File: config.mk
export PLATFORM = sky130hd
export DESIGN_NAME = regfile_wb_arbiter_flat
export DESIGN_NICKNAME = d
export VERILOG_FILES = /design/src/rtl/regfile_wb_arbiter_if.sv /design/src/rtl/regfile_wb_arbiter.sv /design/src/flat_wrapper.sv
export SDC_FILE = /design/constraint.sdc
export NUM_CORES = 1
export LEC_CHECK = 0
export BUFFER_PORTS_ARGS = -buffer_cell sky130_fd_sc_hd__clkbuf_2
export CORE_AREA = 5 5 127 129
export CTS_CLUSTER_DIAMETER = 120
export DETAILED_ROUTE_END_ITERATION = 10
export DIE_AREA = 0 0 132 134
export GPL_ROUTABILITY_DRIVEN = 1
export MAX_ROUTING_LAYER = met4
export PLACE_DENSITY = 0.71
export RECOVER_POWER = 50
export SYNTH_ARGS = -nofsm -noshare
export SYNTH_HDL_FRONTEND = slang
export SYNTH_SLANG_ARGS = --single-unit
File: constraint.sdc
create_clock -name clk -period 2.3 [get_ports clk]
set_input_delay 0.345 -clock clk [delete_from_list [all_inputs] [get_ports clk]]
set_output_delay 0.345 -clock clk [all_outputs]
set_load 0.02 [all_outputs]
File: src/rtl/regfile_wb_arbiter_if.sv
// Writeback bundle: ALU/MEM requesters, issue port, register-file write port, scoreboard status.
// master = requester/issue side, slave = arbiter side.
interface regfile_wb_arbiter_if #(
    parameter int DATA_W = 32,
    parameter int ADDR_W = 5,
    parameter int NREG   = 32
);
    logic              alu_valid;
    logic [ADDR_W-1:0] alu_reg;
    logic [DATA_W-1:0] alu_data;
    logic              alu_ready;
    logic              mem_valid;
    logic [ADDR_W-1:0] mem_reg;
    logic [DATA_W-1:0] mem_data;
    logic              mem_ready;
    logic              issue_valid;
    logic [ADDR_W-1:0] issue_reg;
    logic [NREG-1:0]   busy_mask;
    logic              WriteSignal;
    logic [ADDR_W-1:0] WriteRegister;
    logic [DATA_W-1:0] WriteData;
    logic              err_overflow;
    logic              err_underflow;

    modport master (
        output alu_valid, alu_reg, alu_data, mem_valid, mem_reg, mem_data,
               issue_valid, issue_reg,
        input  alu_ready, mem_ready, busy_mask, WriteSignal, WriteRegister,
               WriteData, err_overflow, err_underflow
    );

    modport slave (
        input  alu_valid, alu_reg, alu_data, mem_valid, mem_reg, mem_data,
               issue_valid, issue_reg,
        output alu_ready, mem_ready, busy_mask, WriteSignal, WriteRegister,
               WriteData, err_overflow, err_underflow
    );
endinterface

File: src/rtl/regfile_wb_arbiter.sv
// Round-robin ALU/MEM writeback arbiter owning the register-file write port, plus per-register pending-write scoreboard.
// Latency: grant in cycle N drives the write port in N+1. Backpressure: loser sees ready=0 and must hold its request.
module regfile_wb_arbiter #(
    parameter int DATA_W = 32,
    parameter int ADDR_W = 5,
    parameter int NREG   = 32,
    parameter int CNT_W  = 2
) (
    input logic                clk,
    input logic                reset,
    regfile_wb_arbiter_if.slave wb
);
    typedef struct packed {
        logic [ADDR_W-1:0] idx;
        logic [DATA_W-1:0] dat;
    } wr_t;

    localparam logic [CNT_W-1:0] CNT_MAX = {CNT_W{1'b1}};

    logic             ptr_mem;
    logic             alu_xfer;
    logic             mem_xfer;
    wr_t              grant_wr;
    logic [NREG-1:0]  inc_v;
    logic [NREG-1:0]  dec_v;
    logic [NREG-1:0]  busy;
    logic [CNT_W-1:0] cnt     [NREG];
    logic [CNT_W-1:0] cnt_nxt [NREG];
    logic             ovf_hit;
    logic             unf_hit;

    assign wb.alu_ready = wb.alu_valid && (!wb.mem_valid || !ptr_mem);
    assign wb.mem_ready = wb.mem_valid && (!wb.alu_valid ||  ptr_mem);
    assign alu_xfer     = wb.alu_valid && wb.alu_ready;
    assign mem_xfer     = wb.mem_valid && wb.mem_ready;

    always_comb begin
        grant_wr = alu_xfer ? wr_t'{idx: wb.alu_reg, dat: wb.alu_data}
                            : wr_t'{idx: wb.mem_reg, dat: wb.mem_data};
    end

    always_comb begin
        inc_v = '0;
        dec_v = '0;
        for (int r = 1; r < NREG; r++) begin
            inc_v[r] = wb.issue_valid && (wb.issue_reg == ADDR_W'(r));
            dec_v[r] = wb.WriteSignal && (wb.WriteRegister == ADDR_W'(r));
        end
    end

    // Retire at zero still lets a same-cycle issue land, so the count becomes 1.
    always_comb begin
        ovf_hit = 1'b0;
        unf_hit = 1'b0;
        for (int r = 0; r < NREG; r++) begin
            cnt_nxt[r] = cnt[r];
            if (dec_v[r] && cnt[r] == '0) begin
                unf_hit = 1'b1;
                if (inc_v[r])
                    cnt_nxt[r] = CNT_W'(1);
            end else if (inc_v[r] && !dec_v[r]) begin
                if (cnt[r] == CNT_MAX)
                    ovf_hit = 1'b1;
                else
                    cnt_nxt[r] = cnt[r] + CNT_W'(1);
            end else if (dec_v[r] && !inc_v[r]) begin
                cnt_nxt[r] = cnt[r] - CNT_W'(1);
            end
        end
    end

    always_comb begin
        busy = '0;
        for (int r = 1; r < NREG; r++)
            busy[r] = (cnt[r] != '0);
    end

    assign wb.busy_mask = busy;

    always_ff @(posedge clk) begin
        if (reset) begin
            ptr_mem          <= 1'b0;
            wb.WriteSignal   <= 1'b0;
            wb.WriteRegister <= '0;
            wb.WriteData     <= '0;
            wb.err_overflow  <= 1'b0;
            wb.err_underflow <= 1'b0;
            for (int r = 0; r < NREG; r++)
                cnt[r] <= '0;
        end else begin
            if (alu_xfer || mem_xfer) begin
                ptr_mem          <= alu_xfer;
                // Register 0 completes the handshake but never reaches the file.
                wb.WriteSignal   <= (grant_wr.idx != '0);
                wb.WriteRegister <= grant_wr.idx;
                wb.WriteData     <= grant_wr.dat;
            end else begin
                wb.WriteSignal   <= 1'b0;
            end
            if (ovf_hit)
                wb.err_overflow  <= 1'b1;
            if (unf_hit)
                wb.err_underflow <= 1'b1;
            for (int r = 0; r < NREG; r++)
                cnt[r] <= cnt_nxt[r];
        end
    end
endmodule
File: src/flat_wrapper.sv
// flat-port wrapper written by rule: the top's interface ports become plain ports
module regfile_wb_arbiter_flat 
#(
    parameter int DATA_W = 32,
    parameter int ADDR_W = 5,
    parameter int NREG   = 32,
    parameter int CNT_W  = 2
)
  (clk, reset, wb_alu_valid, wb_alu_reg, wb_alu_data, wb_mem_valid, wb_mem_reg, wb_mem_data, wb_issue_valid, wb_issue_reg, wb_alu_ready, wb_mem_ready, wb_busy_mask, wb_WriteSignal, wb_WriteRegister, wb_WriteData, wb_err_overflow, wb_err_underflow);
  regfile_wb_arbiter_if #(.DATA_W(DATA_W), .ADDR_W(ADDR_W), .NREG(NREG)) wb_i ();
  input logic clk;
  input logic reset;
  input wire logic [$bits(wb_i.alu_valid)-1:0] wb_alu_valid;
  input wire logic [$bits(wb_i.alu_reg)-1:0] wb_alu_reg;
  input wire logic [$bits(wb_i.alu_data)-1:0] wb_alu_data;
  input wire logic [$bits(wb_i.mem_valid)-1:0] wb_mem_valid;
  input wire logic [$bits(wb_i.mem_reg)-1:0] wb_mem_reg;
  input wire logic [$bits(wb_i.mem_data)-1:0] wb_mem_data;
  input wire logic [$bits(wb_i.issue_valid)-1:0] wb_issue_valid;
  input wire logic [$bits(wb_i.issue_reg)-1:0] wb_issue_reg;
  output wire logic [$bits(wb_i.alu_ready)-1:0] wb_alu_ready;
  output wire logic [$bits(wb_i.mem_ready)-1:0] wb_mem_ready;
  output wire logic [$bits(wb_i.busy_mask)-1:0] wb_busy_mask;
  output wire logic [$bits(wb_i.WriteSignal)-1:0] wb_WriteSignal;
  output wire logic [$bits(wb_i.WriteRegister)-1:0] wb_WriteRegister;
  output wire logic [$bits(wb_i.WriteData)-1:0] wb_WriteData;
  output wire logic [$bits(wb_i.err_overflow)-1:0] wb_err_overflow;
  output wire logic [$bits(wb_i.err_underflow)-1:0] wb_err_underflow;
  assign wb_i.alu_valid = wb_alu_valid;
  assign wb_i.alu_reg = wb_alu_reg;
  assign wb_i.alu_data = wb_alu_data;
  assign wb_i.mem_valid = wb_mem_valid;
  assign wb_i.mem_reg = wb_mem_reg;
  assign wb_i.mem_data = wb_mem_data;
  assign wb_i.issue_valid = wb_issue_valid;
  assign wb_i.issue_reg = wb_issue_reg;
  assign wb_alu_ready = wb_i.alu_ready;
  assign wb_mem_ready = wb_i.mem_ready;
  assign wb_busy_mask = wb_i.busy_mask;
  assign wb_WriteSignal = wb_i.WriteSignal;
  assign wb_WriteRegister = wb_i.WriteRegister;
  assign wb_WriteData = wb_i.WriteData;
  assign wb_err_overflow = wb_i.err_overflow;
  assign wb_err_underflow = wb_i.err_underflow;
  regfile_wb_arbiter #(.DATA_W(DATA_W), .ADDR_W(ADDR_W), .NREG(NREG), .CNT_W(CNT_W)) u_core (.clk(clk), .reset(reset), .wb(wb_i));
endmodule
After elaboration in Yosys (flattened, before gate mapping)
Memory sizes are Yosys's and may differ from the RTL's.
Index checks and enable logic that the tools add are counted.
{"block": "classes", "muxes": 315, "n_bitwise": 33, "add_sub_neg": 62, "n_reduce_logical": 292, "n_eq_ne": 94}
{"op": "$mux 2", "n": 187}
{"op": "$eq 5x5->1 const B", "n": 32}
{"op": "$logic_and 1x1->1", "n": 159}
{"op": "$mux 1", "n": 127}
{"op": "$eq 5x4->1 const B", "n": 16}
{"op": "$logic_not 1->1", "n": 65}
{"op": "$add 2x1->2 const B", "n": 31}
{"op": "$eq 2x2->1 const B", "n": 31}
{"op": "$logic_not 2->1", "n": 31}
{"op": "$reduce_bool 2->1", "n": 31}
{"op": "$sub 2x1->2 const B", "n": 31}
{"op": "$eq 5x3->1 const B", "n": 8}
{"op": "$mux 37", "n": 1}
{"op": "$or 1x1->1", "n": 32}
{"op": "$eq 5x2->1 const B", "n": 4}
{"op": "$eq 5x1->1 const B", "n": 2}
{"op": "$reduce_bool 5->1", "n": 1}
{"op": "$logic_or 1x1->1", "n": 3}
{"op": "$reduce_and 2->1", "n": 1}
{"op": "$reduce_or 2->1", "n": 1}
{"op": "$ne 0x0->1", "n": 1}
{"op": "$not 1->1", "n": 1}
{"block": "word_totals", "ram_bits": 64, "inputBits": 84, "n_memories": 1, "reg_bits": 41, "wordCells": 803, "output_inout_bits": 74}
{"name": "u_core.cnt", "words": 32, "word_bits": 2, "rd": 31, "rd_ports_with_merged_regs": 0, "wr": 32, "line": "regfile_wb_arbiter.sv:27", "text": "logic [CNT_W-1:0] cnt [NREG];"}

Logic depth before layout (Yosys ltp)
Gate-level depths: netlist of the first run.
{"block": "logic_depth", "word_depth": 96, "depth_mapped": 10, "mapped_depth_nobuf": 7}

Worst setup path after synthesis of the first run
No wires, ideal clock.
{"block": "synth_timing", "path_type": "register to register", "from": "register u_core.wb.WriteRegister[0]", "to": "register u_core.wb.err_overflow", "t_required_ns": 2.168, "stages_incl_launch_ff": 11, "path_slack_ns": 0.162, "synth_period_minus_slack_ns": 2.138, "n_path_buf": 3, "setup_time_ns": 0.132, "arrival_ns": 2.005, "path_cell_list": "dfxtp_1 clkbuf_1 nor2b_1 buf_2 buf_4 nand2_1 ha_1 a31oi_1 nand3_1 nor4_1 a31oi_1"}
{"block": "synth_between", "elab_chain_len": 96, "elab_cells_between_ends": 247, "cone_classes": "31 x eq/ne; 92 x mux; 124 x reduce/logical"}
{"element": "from (decl)", "line": "regfile_wb_arbiter_if.sv:35", "text": "output alu_ready, mem_ready, busy_mask, WriteSignal, WriteRegister,"}
{"element": "from (signal assigned)", "line": "regfile_wb_arbiter.sv:95", "text": "wb.WriteRegister <= grant_wr.idx;"}
{"element": "$eq 5x1->1", "line": "regfile_wb_arbiter.sv:47", "text": "dec_v[r] = wb.WriteSignal && (wb.WriteRegister == ADDR_W'(r));"}
{"element": "$logic_and 1x1->1", "line": "regfile_wb_arbiter.sv:47"}
{"element": "$logic_not 1->1", "line": "regfile_wb_arbiter.sv:61", "text": "end else if (inc_v[r] && !dec_v[r]) begin"}
{"element": "$logic_and 1x1->1", "line": "regfile_wb_arbiter.sv:61"}
{"element": "$mux 1", "line": "regfile_wb_arbiter.sv:61"}
{"element": "$mux 1", "line": "regfile_wb_arbiter.sv:57", "text": "if (dec_v[r] && cnt[r] == '0) begin"}
{"element": "$mux 1", "line": "regfile_wb_arbiter.sv:62", "text": "if (cnt[r] == CNT_MAX)"}
{"element": "$mux 1", "line": "regfile_wb_arbiter.sv:61"}
{"element": "[... 80 more ...]"}
{"element": "$mux 1", "line": "regfile_wb_arbiter.sv:61"}
{"element": "$mux 1", "line": "regfile_wb_arbiter.sv:57"}
{"element": "$mux 1", "line": "regfile_wb_arbiter.sv:62"}
{"element": "$mux 1", "line": "regfile_wb_arbiter.sv:61"}
{"element": "$mux 1", "line": "regfile_wb_arbiter.sv:57"}
{"element": "$mux 1", "line": "regfile_wb_arbiter.sv:62"}
{"element": "$mux 1", "line": "regfile_wb_arbiter.sv:61"}
{"element": "$mux 1 *", "line": "regfile_wb_arbiter.sv:57"}
{"element": "to (signal assigned)", "line": "regfile_wb_arbiter.sv:86", "text": "wb.err_overflow <= 1'b0;"}
{"element": "to (signal assigned)", "line": "regfile_wb_arbiter.sv:101", "text": "wb.err_overflow <= 1'b1;"}
{"element": "to (decl)", "line": "regfile_wb_arbiter_if.sv:36", "text": "WriteData, err_overflow, err_underflow"}
Mark *: on every way between the ends. The rest lies on a longest branch, timed or not.
A chain may end at the register's enable or synchronous reset.

Worst setup path after layout of the first run
{"block": "layout_timing", "from": "register u_core.wb.WriteRegister[2]", "to": "register u_core.wb.err_overflow"}
Same word-level chain as after synthesis.

==> impl_metrics.ini, run 1 <==
[timing]
post-route-min-period_ns = 2.17
tightest_slew_ns = 1.17
setup_viol = 0
fin_skew_ns = 0.00647
hold_viol_final = 0
fin_crit_sh = 0.942
relSlewSlack = 0.223
rsz0062_at_grt = no
fmax_ghz = 0.461
tns_ns = 0
slew_violations = 0

[global_route]
grt_pass1_wl_mm = 36.0
antenna_found_initial = 0
grt_use_met1 = 0.321
grt.met2_usage = 0.402
grt_pass1_vias = 7320
use_met3 = 0.0675
grt_max_degree = 56
top_usage_layer = met2
track_usage = 0.255
overflow = 0

[setup_path]
path_cells = and4_1, buf_4, nand2_1, ha_1, nand3_1, nand3_1, nor4_2, a31oi_1
end_kind = register
critPathSlowestCell = dfxtp_1
worst-path-max-fanout = 9
slowest_delay_ns = 0.48
cp.arrival_ns = 2.40
crit_top_cell = nand3_1
cp_num_buf_inv = 1
start_kind = register
worst-setup-path-type = reg -> reg
cp_data_required_time_ns = 2.53
crit_family = simple AND/OR/NAND/NOR gates

[layout]
drive_gt1_frac = 0.182
syn_to_final_growth_pct = 18.4
final_common_cell = nor2_1
finalNonFillerCells = 1351
fill_cells = 1472
n_antenna_cell = 0
nNetsFinal = 1273
layout_common_cells = nor2_1, dfxtp_1, clkbuf_2

[synth]
ys_types = 57
syn_inst = 1005
synth_top_family_by_area = simple AND/OR/NAND/NOR gates
synth_edf_count = 2
yosysTopAreaCell = dfxtp_1
synth_xor_area_frac = 0
synthTopCellsByArea = dfxtp_1, nor2_1, o21ai_0
syn-num-nets = 1119
ys.flop_type = dfxtp_1
synth_top_area_share = 0.279
synth_compound_area_frac = 0.202
synth-seq-cells = 103
yosysWarningCount = 0
avgSynthCellArea_um2 = 7.21
seq_area_frac_synth = 0.287
synth_fa_ha_area_frac = 0.0532
postSynth.asyncResetShare = 0
netlist_area_um2 = 7240
synth-simple-area-share = 0.347
muxShareOfSynthArea = 0.0553

[floorplan]
core_area_um2 = 14900
initial_utilization = 0.486
die_area_um2 = 17700
die_h_um = 134
io_pins = 158
dieWidth_um = 132
rows = 45

[drt]
dr.pass1.iters = 8
post_drt_wl_per_cell_um = 16.9
drt_iter0_drc = 735
ant_nets = 0
drc = 0
vias = 7993
vias_per_cell = 5.92
drt_wl_total_mm = 22.8

[clock_tree]
htreeDepth = 3
path_clk_slew_ns = 0.07
insertion_delay_ns = 0.36
numClockSinks = 103
cts_tree = yes
cts-root-buf = clkbuf_16
postCtsHoldBufs = 0
cts_buffer_depth = 2
numCtsBuffers = 9

[pwr]
ir_drop_v = 0.000357
power_leakage_uw = 0.00330
power.density_nw_per_um2 = 514

[placement]
dpl.cell_count = 1336
portBuffers = 156
hpwlAfterDp_mm = 17.4
gp_congestion = 0.911

[status]
status = complete, no violations

[min_path]
hold_class = in -> reg

[run]
max_cap_viol_count = 0
==> metal layers <==
| layer | part of all wire | vias to the layer above |
|---|---|---|
| met5 | 0 | - |
| met4 | 0.025 | 0 |
| met3 | 0.079 | 43 |
| met2 | 0.46 | 317 |
| met1 | 0.44 | 3655 |
| li1 | - | 3978 |
==> registers in the layout, summed over array words and instances (netlist names) <==
| signal | cells |
|---|---|
| u_core.wb.WriteRegister | 5 |
| u_core.wb.WriteData | 32 |
| u_core.wb.err_underflow | 1 |
| u_core.cnt | 62 |
| u_core.wb.WriteSignal | 1 |
| u_core.ptr_mem | 1 |
| u_core.wb.err_overflow | 1 |
==> path summary, 6_finish.rpt <==
check	from	end	slack, ns	cells past startpoint
worst min register to register	u_core.cnt[12][2]	u_core.cnt[12][2]	0.50	2
worst max register to register	u_core.wb.WriteRegister[2]	u_core.wb.err_overflow	0.13	8
worst min-delay path	wb_mem_data[30]	u_core.wb.WriteData[30]	0.24	3
worst max-delay path	u_core.wb.WriteRegister[2]	u_core.wb.err_overflow	0.13	8
==> report_power, final <==
| part | internal, uW | total (uW) | switching, uW |
|---|---|---|---|
| Combinational | 334 | 859 | 525 |
| Sequential | 1880 | 1970 | 88.2 |
| Clock | 866 | 1580 | 713 |
==> per-stage QoR <==
step / total power, uW / setup slack, ns / util / hold WS, ns / area (um^2)
after floorplan: 2550 / 0.162 / - / 0.457 / 7240
after global placement: 2870 / 0.113 / 0.559 / 0.478 / 8350
after detailed placement: 2880 / 0.0786 / 0.559 / 0.486 / 8350
after CTS: 4450 / 0.0686 / 0.579 / 0.233 / 8640
after global routing: 4600 / 0.00540 / 0.575 / 0.254 / 8580
final: 4410 / 0.132 / 0.575 / 0.243 / 8580
==> cell families after synthesis <==
kind of cell,after synthesis
AO/OA/AOI/OAI,249
adder cells (fa/ha/maj),31
buffers and inverters,94
flip-flops,103
multiplexers,36
other,1
AND/OR/NAND/NOR,491
==> cells in the mapped netlist, types with 3 or more instances <==
master,n
mux2i_1,4
nor3_1,29
a211oi_1,6
and4b_1,3
ha_1,30
nor4_1,46
nand2b_1,12
a211o_1,10
buf_1,3
nor3b_1,33
and2_1,3
inv_1,37
nand4_1,7
nand4bb_1,3
mux2_2,32
and4bb_2,3
a21o_1,4
o22ai_1,3
buf_4,4
nand3_1,63
buf_2,20
o31ai_1,8
o21ai_0,96
or4_1,3
nand4b_1,3
nor2b_1,32
o211ai_1,4
dfxtp_1,101
nand2_1,79
a31oi_1,35
nor2_1,151
clkbuf_1,28
a311oi_1,3
or2_2,9
o2111ai_1,4
a21oi_1,60
a22oi_1,6
==> worst min-delay path, cell delays in order <==
cell and delay, ns:
clkbuf_2 0.08, nand2_1 0.05, a311oi_1 0.08
==> final cells by class <==
class                   instances  area [um^2]  share of cell area
multi-input cells             808         4790               0.558
clock inverters                 4         47.5             0.00554
flip-flops and latches        103         2090               0.243
repair buffers                199         1040               0.121
well taps                     188          235              0.0274
clock buffers                  11          243              0.0283
inverters                      38          143              0.0166
==> what timing repair did <==
action,CTS,global route
hold endpoints to repair,0,0
resized for setup,0,10
endpoints found under the setup margin,0,2
setup buffers,0,0
(Power assumes the default switching activity.)
==> inputs of run 2 (changes only) <==
--- a/config.mk
+++ b/config.mk
@@ -5,14 +5,15 @@
 export SDC_FILE = /design/constraint.sdc
 export NUM_CORES = 1
 export LEC_CHECK = 0
+export ABC_AREA = 1
 export BUFFER_PORTS_ARGS = -buffer_cell sky130_fd_sc_hd__clkbuf_2
-export CORE_AREA = 5 5 127 129
+export CORE_AREA = 5 5 122 124
 export CTS_CLUSTER_DIAMETER = 120
 export DETAILED_ROUTE_END_ITERATION = 10
-export DIE_AREA = 0 0 132 134
+export DIE_AREA = 0 0 127 129
 export GPL_ROUTABILITY_DRIVEN = 1
 export MAX_ROUTING_LAYER = met4
-export PLACE_DENSITY = 0.71
+export PLACE_DENSITY = 0.72
 export RECOVER_POWER = 50
 export SYNTH_ARGS = -nofsm -noshare
 export SYNTH_HDL_FRONTEND = slang
==> constraint.sdc (replaced) <==
create_clock -name clk -period 2.25 [get_ports clk]
set_input_delay 0.3375 -clock clk [delete_from_list [all_inputs] [get_ports clk]]
set_output_delay 0.3375 -clock clk [all_outputs]
set_load 0.02 [all_outputs]
==> run 2 against run 1 <==
Power up 3.8%. Critical path type is now reg -> out. Clock power rose by 8%. Clock skew rose by 0.0019 ns. Clock-buffer cell count shrank 2. Register-to-register slack improved by 0.02 ns. Sequential power is essentially flat. Sequential share of layout area grew 1.7 points.
==> impl_metrics.ini, run 2 <==
[layout]
layout_common_cells = nand2_1, nor2_1, inv_1
largest_reg_flops = 62
drive_gt1_frac = 0.110
top_register = u_core.cnt
n_antenna_cell = 0
reg_top3 = u_core.cnt x62, u_core.wb.WriteData x32, u_core.wb.WriteRegister x5
fill_cells = 1425
syn_to_final_growth_pct = 19.2
finalInstanceArea_um2 = 8000
final_common_cell = nand2_1
nNetsFinal = 1345

[setup_path]
path_cells = o21ai_0, clkinvlp_4, clkbuf_2
worst-path-max-fanout = 3
crit_family = compound AO/OA/AOI/OAI gates
start_kind = register
cp_data_required_time_ns = 1.91
slowest_delay_ns = 0.58
cp_num_buf_inv = 2
end_kind = output pin
cp.arrival_ns = 1.78
critPathSlowestCell = o21ai_0
worst-setup-path-type = reg -> out
r2r_setup_slack_ns = 0.15

[synth]
postSynth.asyncResetShare = 0
ys_types = 32
yosysTopAreaCell = dfxtp_1
synth_top_area_share = 0.301
synthTopCellsByCount = nand2_1, nor2_1, inv_1
syn_inst = 1073
ys.flop_type = dfxtp_1
yosysWarningCount = 0
syn-num-nets = 1187
synth-seq-cells = 103
avgSynthCellArea_um2 = 6.25
synthTopCellsByArea = dfxtp_1, nand2_1, nor2_1
netlist_area_um2 = 6710
seq_area_frac_synth = 0.310
synth_edf_count = 2
yosysMostFrequentCell = nand2_1

[drt]
vias_per_cell = 5.09
dr.pass1.iters = 7
drc = 0
drt_iter0_drc = 476
vias = 7205
post_drt_wl_per_cell_um = 14.0
ant_nets = 0
drt_wl_total_mm = 19.8

[pwr]
total_power_uw = 4570
ir_drop_v = 0.000504
power.density_nw_per_um2 = 572
power_leakage_uw = 0.00389

[global_route]
grt_pass1_vias = 6704
grt_pass1_wl_mm = 32.2
track_usage = 0.250
overflow = 0
antenna_found_initial = 0
grt_max_degree = 55

[timing]
setup_viol = 0
slew_violations = 0
post-route-min-period_ns = 2.12
fmax_ghz = 0.472
hold_viol_final = 0
fin_crit_sh = 0.941
fin_skew_ns = 0.00839
relSlewSlack = 0.164
rsz0062_at_grt = yes
tightest_slew_ns = 1.25
finalWorstSetupSlack_ns = 0.132

[clock_tree]
cts-root-buf = clkbuf_16
htreeDepth = 3
numClockSinks = 103
numCtsBuffers = 9
path_clk_slew_ns = 0.08
postCtsHoldBufs = 0
cts_buffer_depth = 2
cts_tree = yes
insertion_delay_ns = 0.36

[floorplan]
core_area_um2 = 13700
initial_utilization = 0.491
die_area_um2 = 16400
die_h_um = 129
rows = 43
dieWidth_um = 127
io_pins = 158

[run]
max_cap_viol_count = 0

[min_path]
hold_class = in -> reg

[placement]
gp_congestion = 0.945
dpl_cell_area_um2 = 7740
hpwlAfterDp_mm = 16.0
portBuffers = 156
pre_cts_slack_ns = 0.146

[status]
status = complete, no violations
==> run 2: changes by cell type after synthesis, sizes merged, moves of 32 or more <==
cell,before,now
nor4,46,0
a31oi,35,2
inv,38,136
nand2,79,296
mux2,32,0
nor2b,32,0
nor3b,33,0
o21ai,97,51
==> run 2: report_power, final <==
part	internal (uW)	switching, uW	leakage [uW]	total [uW]
clock	903	811	0.000160	1710
sequential	1930	73.2	0.000846	2000
combinational	286	575	0.00289	861
total	3110	1460	0.00389	4570
==> run 2: cell families after synthesis <==
kind of cell / share of synthesized area
flip-flops: 0.310
AO/OA/AOI/OAI: 0.148
AND/OR/NAND/NOR: 0.351
adder cells (fa/ha/maj): 0.0560
buffers and inverters: 0.0957
XOR/XNOR: 0.0379
other: 0.000559
==> run 2: worst paths after layout <==
kind | cells past startpoint | start | end
max | 3 | u_core.ptr_mem | wb_mem_ready
min | 3 | wb_alu_data[30] | u_core.wb.WriteData[30]
max reg2reg | 11 | u_core.wb.WriteRegister[0] | u_core.wb.err_overflow
min reg2reg | 2 | u_core.wb.WriteData[23] | u_core.wb.WriteData[23]
==> run 2: what timing repair did <==
item | CTS | global route
endpoints found under the hold margin | 0 | 0
gates resized for setup | 0 | 6
buffers inserted | 0 | 1
endpoints found under the setup margin | 0 | 2
==> run 2: layer usage <==
layer	part of all wire	routed length, um	GRT usage
met5	0	0	-
met4	0.025	499	0.0719
met3	0.069	1380	0.0643
met2	0.47	9310	0.407
met1	0.44	8660	0.306
==> run 2: layout make-up <==
cell class	instances	area [um^2]	share of cell area
clock buffers	9	225	0.0282
clock inverters	7	104	0.0130
inverters	136	514	0.0643
multi-input cells	805	3990	0.499
flip-flops and latches	103	2080	0.260
well taps	180	225	0.0282
repair buffers	175	851	0.106
repair inverters	1	7.51	0.000939
==> run 2: through the flow <==
step                       util  TNS [ns]  hold slack [ns]  instances
after floorplan               -         0            0.450       1073
after detailed placement  0.567         0            0.457       1398
after global routing      0.585    -0.751            0.213       1416
after global placement    0.567         0            0.452       1398
after CTS                 0.591         0            0.213       1414
final                     0.585         0            0.225       1416
==> run 2: tightest hold or removal path: stages <==
cell      delay (ns)
clkbuf_2        0.08
nand2_1         0.05
a31oi_1         0.07
==> inputs of run 3 (changes only) <==
==> constraint.sdc (replaced) <==
create_clock -name clk -period 2.6 [get_ports clk]
set_input_delay 0.39 -clock clk [delete_from_list [all_inputs] [get_ports clk]]
set_output_delay 0.39 -clock clk [all_outputs]
set_load 0.02 [all_outputs]
==> run 3 against run 2 <==
Critical path depth up 9. Utilization down 0.86 points. Final area down 1.5%. Cell count down 0.78%. Die area unchanged. Clock skew down 0.0014 ns. First-iteration DRC count down 9.0%. Global-route usage down 0.31 points. Clock-buffer cell count unchanged. Setup slack better by 0.23 ns.
==> impl_metrics.ini, run 3 (same netlist as run 2, synthesis figures left out) <==
[setup_path]
end_kind = register
cp_data_required_time_ns = 2.86
reg2reg_from = u_core.wb.WriteRegister[4]
rr_endpoint = u_core.wb.err_overflow
start_kind = register
rr_worst_depth = 12
worst-setup-path-type = reg -> reg
r2r_setup_slack_ns = 0.36
worst-path-max-fanout = 15
cp.arrival_ns = 2.50

[global_route]
grt_pass1_wl_mm = 32.0
antenna_found_initial = 0
use_met3 = 0.0511
overflow = 0
grt.met2_usage = 0.416
top_usage_layer = met2
grt_max_degree = 55
track_usage = 0.246
grt_pass1_vias = 6785
grt_use_met1 = 0.297

[placement]
dpl.cell_count = 1389
portBuffers = 156
hpwlAfterDp_mm = 15.5
gp_congestion = 0.991

[status]
status = complete, no violations

[floorplan]
initial_utilization = 0.491
die_area_um2 = 16400
core_area_um2 = 13700
dieWidth_um = 127
die_h_um = 129
io_pins = 158
rows = 43

[timing]
fin_crit_sh = 0.861
fin_skew_ns = 0.00697
slew_violations = 0
hold_viol_final = 0
rsz0062_at_grt = no
setup_viol = 0
tns_ns = 0
relSlewSlack = 0.182
tightest_slew_ns = 1.23
whs_ns = 0.280
fmax_ghz = 0.446
post-route-min-period_ns = 2.24

[clock_tree]
cts_tree = yes
cts_buffer_depth = 2
insertion_delay_ns = 0.36
path_clk_slew_ns = 0.08
numClockSinks = 103
numCtsBuffers = 9
cts-root-buf = clkbuf_16
postCtsHoldBufs = 0
post_cts_resized = 0
htreeDepth = 3
post_cts_buffers = 0

[layout]
layout_common_cells = nand2_1, nor2_1, inv_1
n_antenna_cell = 0
largest_reg_flops = 62
nNetsFinal = 1334
reg_top3 = u_core.cnt x62, u_core.wb.WriteData x32, u_core.wb.WriteRegister x5
drive_gt1_frac = 0.0996
fill_cells = 1411
final_common_cell = nand2_1
top_register = u_core.cnt
finalNonFillerCells = 1405
syn_to_final_growth_pct = 17.4

[min_path]
hp-start = wb_alu_data[30]
hold_end = u_core.wb.WriteData[30]
hold_class = in -> reg
hold_depth = 3

[drt]
vias = 7147
post_drt_wl_per_cell_um = 13.8
ant_nets = 0
drt_iter0_drc = 433
dr.pass1.iters = 7
drt_wl_total_mm = 19.4
drc = 0
vias_per_cell = 5.09

[pwr]
ir_drop_v = 0.000331
total_power_uw = 3910
power_leakage_uw = 0.00384
power.density_nw_per_um2 = 497

[run]
max_cap_viol_count = 0
## run 3: changes by cell type in the layout (fill, tap and decap cells not counted), sizes merged
cell / previous run / this run
clkinvlp: 2 / 0
clkbuf: 168 / 167
clkinv: 4 / 2
buf: 16 / 7
inv: 137 / 140
## run 3: layout make-up
class	instances	area [um^2]	share of cell area
multi-input combinational	805	3980	0.506
clock inverter	7	97.6	0.0124
timing repair buffer	165	753	0.0956
clock buffer	9	225	0.0286
inverter	136	510	0.0648
sequential	103	2080	0.264
tap	180	225	0.0286
## run 3: worst max path at each step
stage / to / slack (ns) / from
2_1_floorplan: u_core.cnt[1][0] / 0.49 / u_core.wb.WriteSignal
3_3_place_gp: u_core.wb.err_overflow / 0.48 / u_core.wb.WriteRegister[4]
3_5_place_dp: u_core.wb.err_overflow / 0.41 / u_core.wb.WriteRegister[4]
4_1_cts: u_core.wb.err_overflow / 0.40 / u_core.wb.WriteRegister[4]
5_1_grt: u_core.wb.err_overflow / 0.22 / u_core.wb.WriteRegister[4]
6_report: u_core.wb.err_overflow / 0.36 / u_core.wb.WriteRegister[4]
## run 3: metrics by stage
step	area, um^2	util	worst slack [ns]
6_report	7880	0.576	0.360
5_1_grt	7880	0.576	0.223
4_1_cts	7970	0.583	0.401
3_5_place_dp	7650	0.560	0.407
3_3_place_gp	7650	0.560	0.481
2_1_floorplan	6710	-	0.490
## run 3: layer usage
metal / routed length [um] / vias to the layer above
li1: - / 3754
met1: 8660 / 3155
met2: 9140 / 214
met3: 1270 / 24
met4: 342 / 0
met5: 0 / -
## run 3: worst max-delay path, cell delays in order (launching register included)
cell and delay (ns):
dfxtp_1 0.34, inv_1 0.06, nand2_1 0.08, inv_1 0.39
buf_4 0.28, nand2_1 0.08, ha_1 0.24, nand3_1 0.11
nand4_1 0.14, nor3_1 0.15, nand3_1 0.08, o21ai_0 0.14
inv_1 0.05
## run 3: power breakdown
| group | internal, uW | switching, uW |
|---|---|---|
| sequential | 1670 | 64.8 |
| clock | 778 | 686 |
| combinational | 230 | 490 |
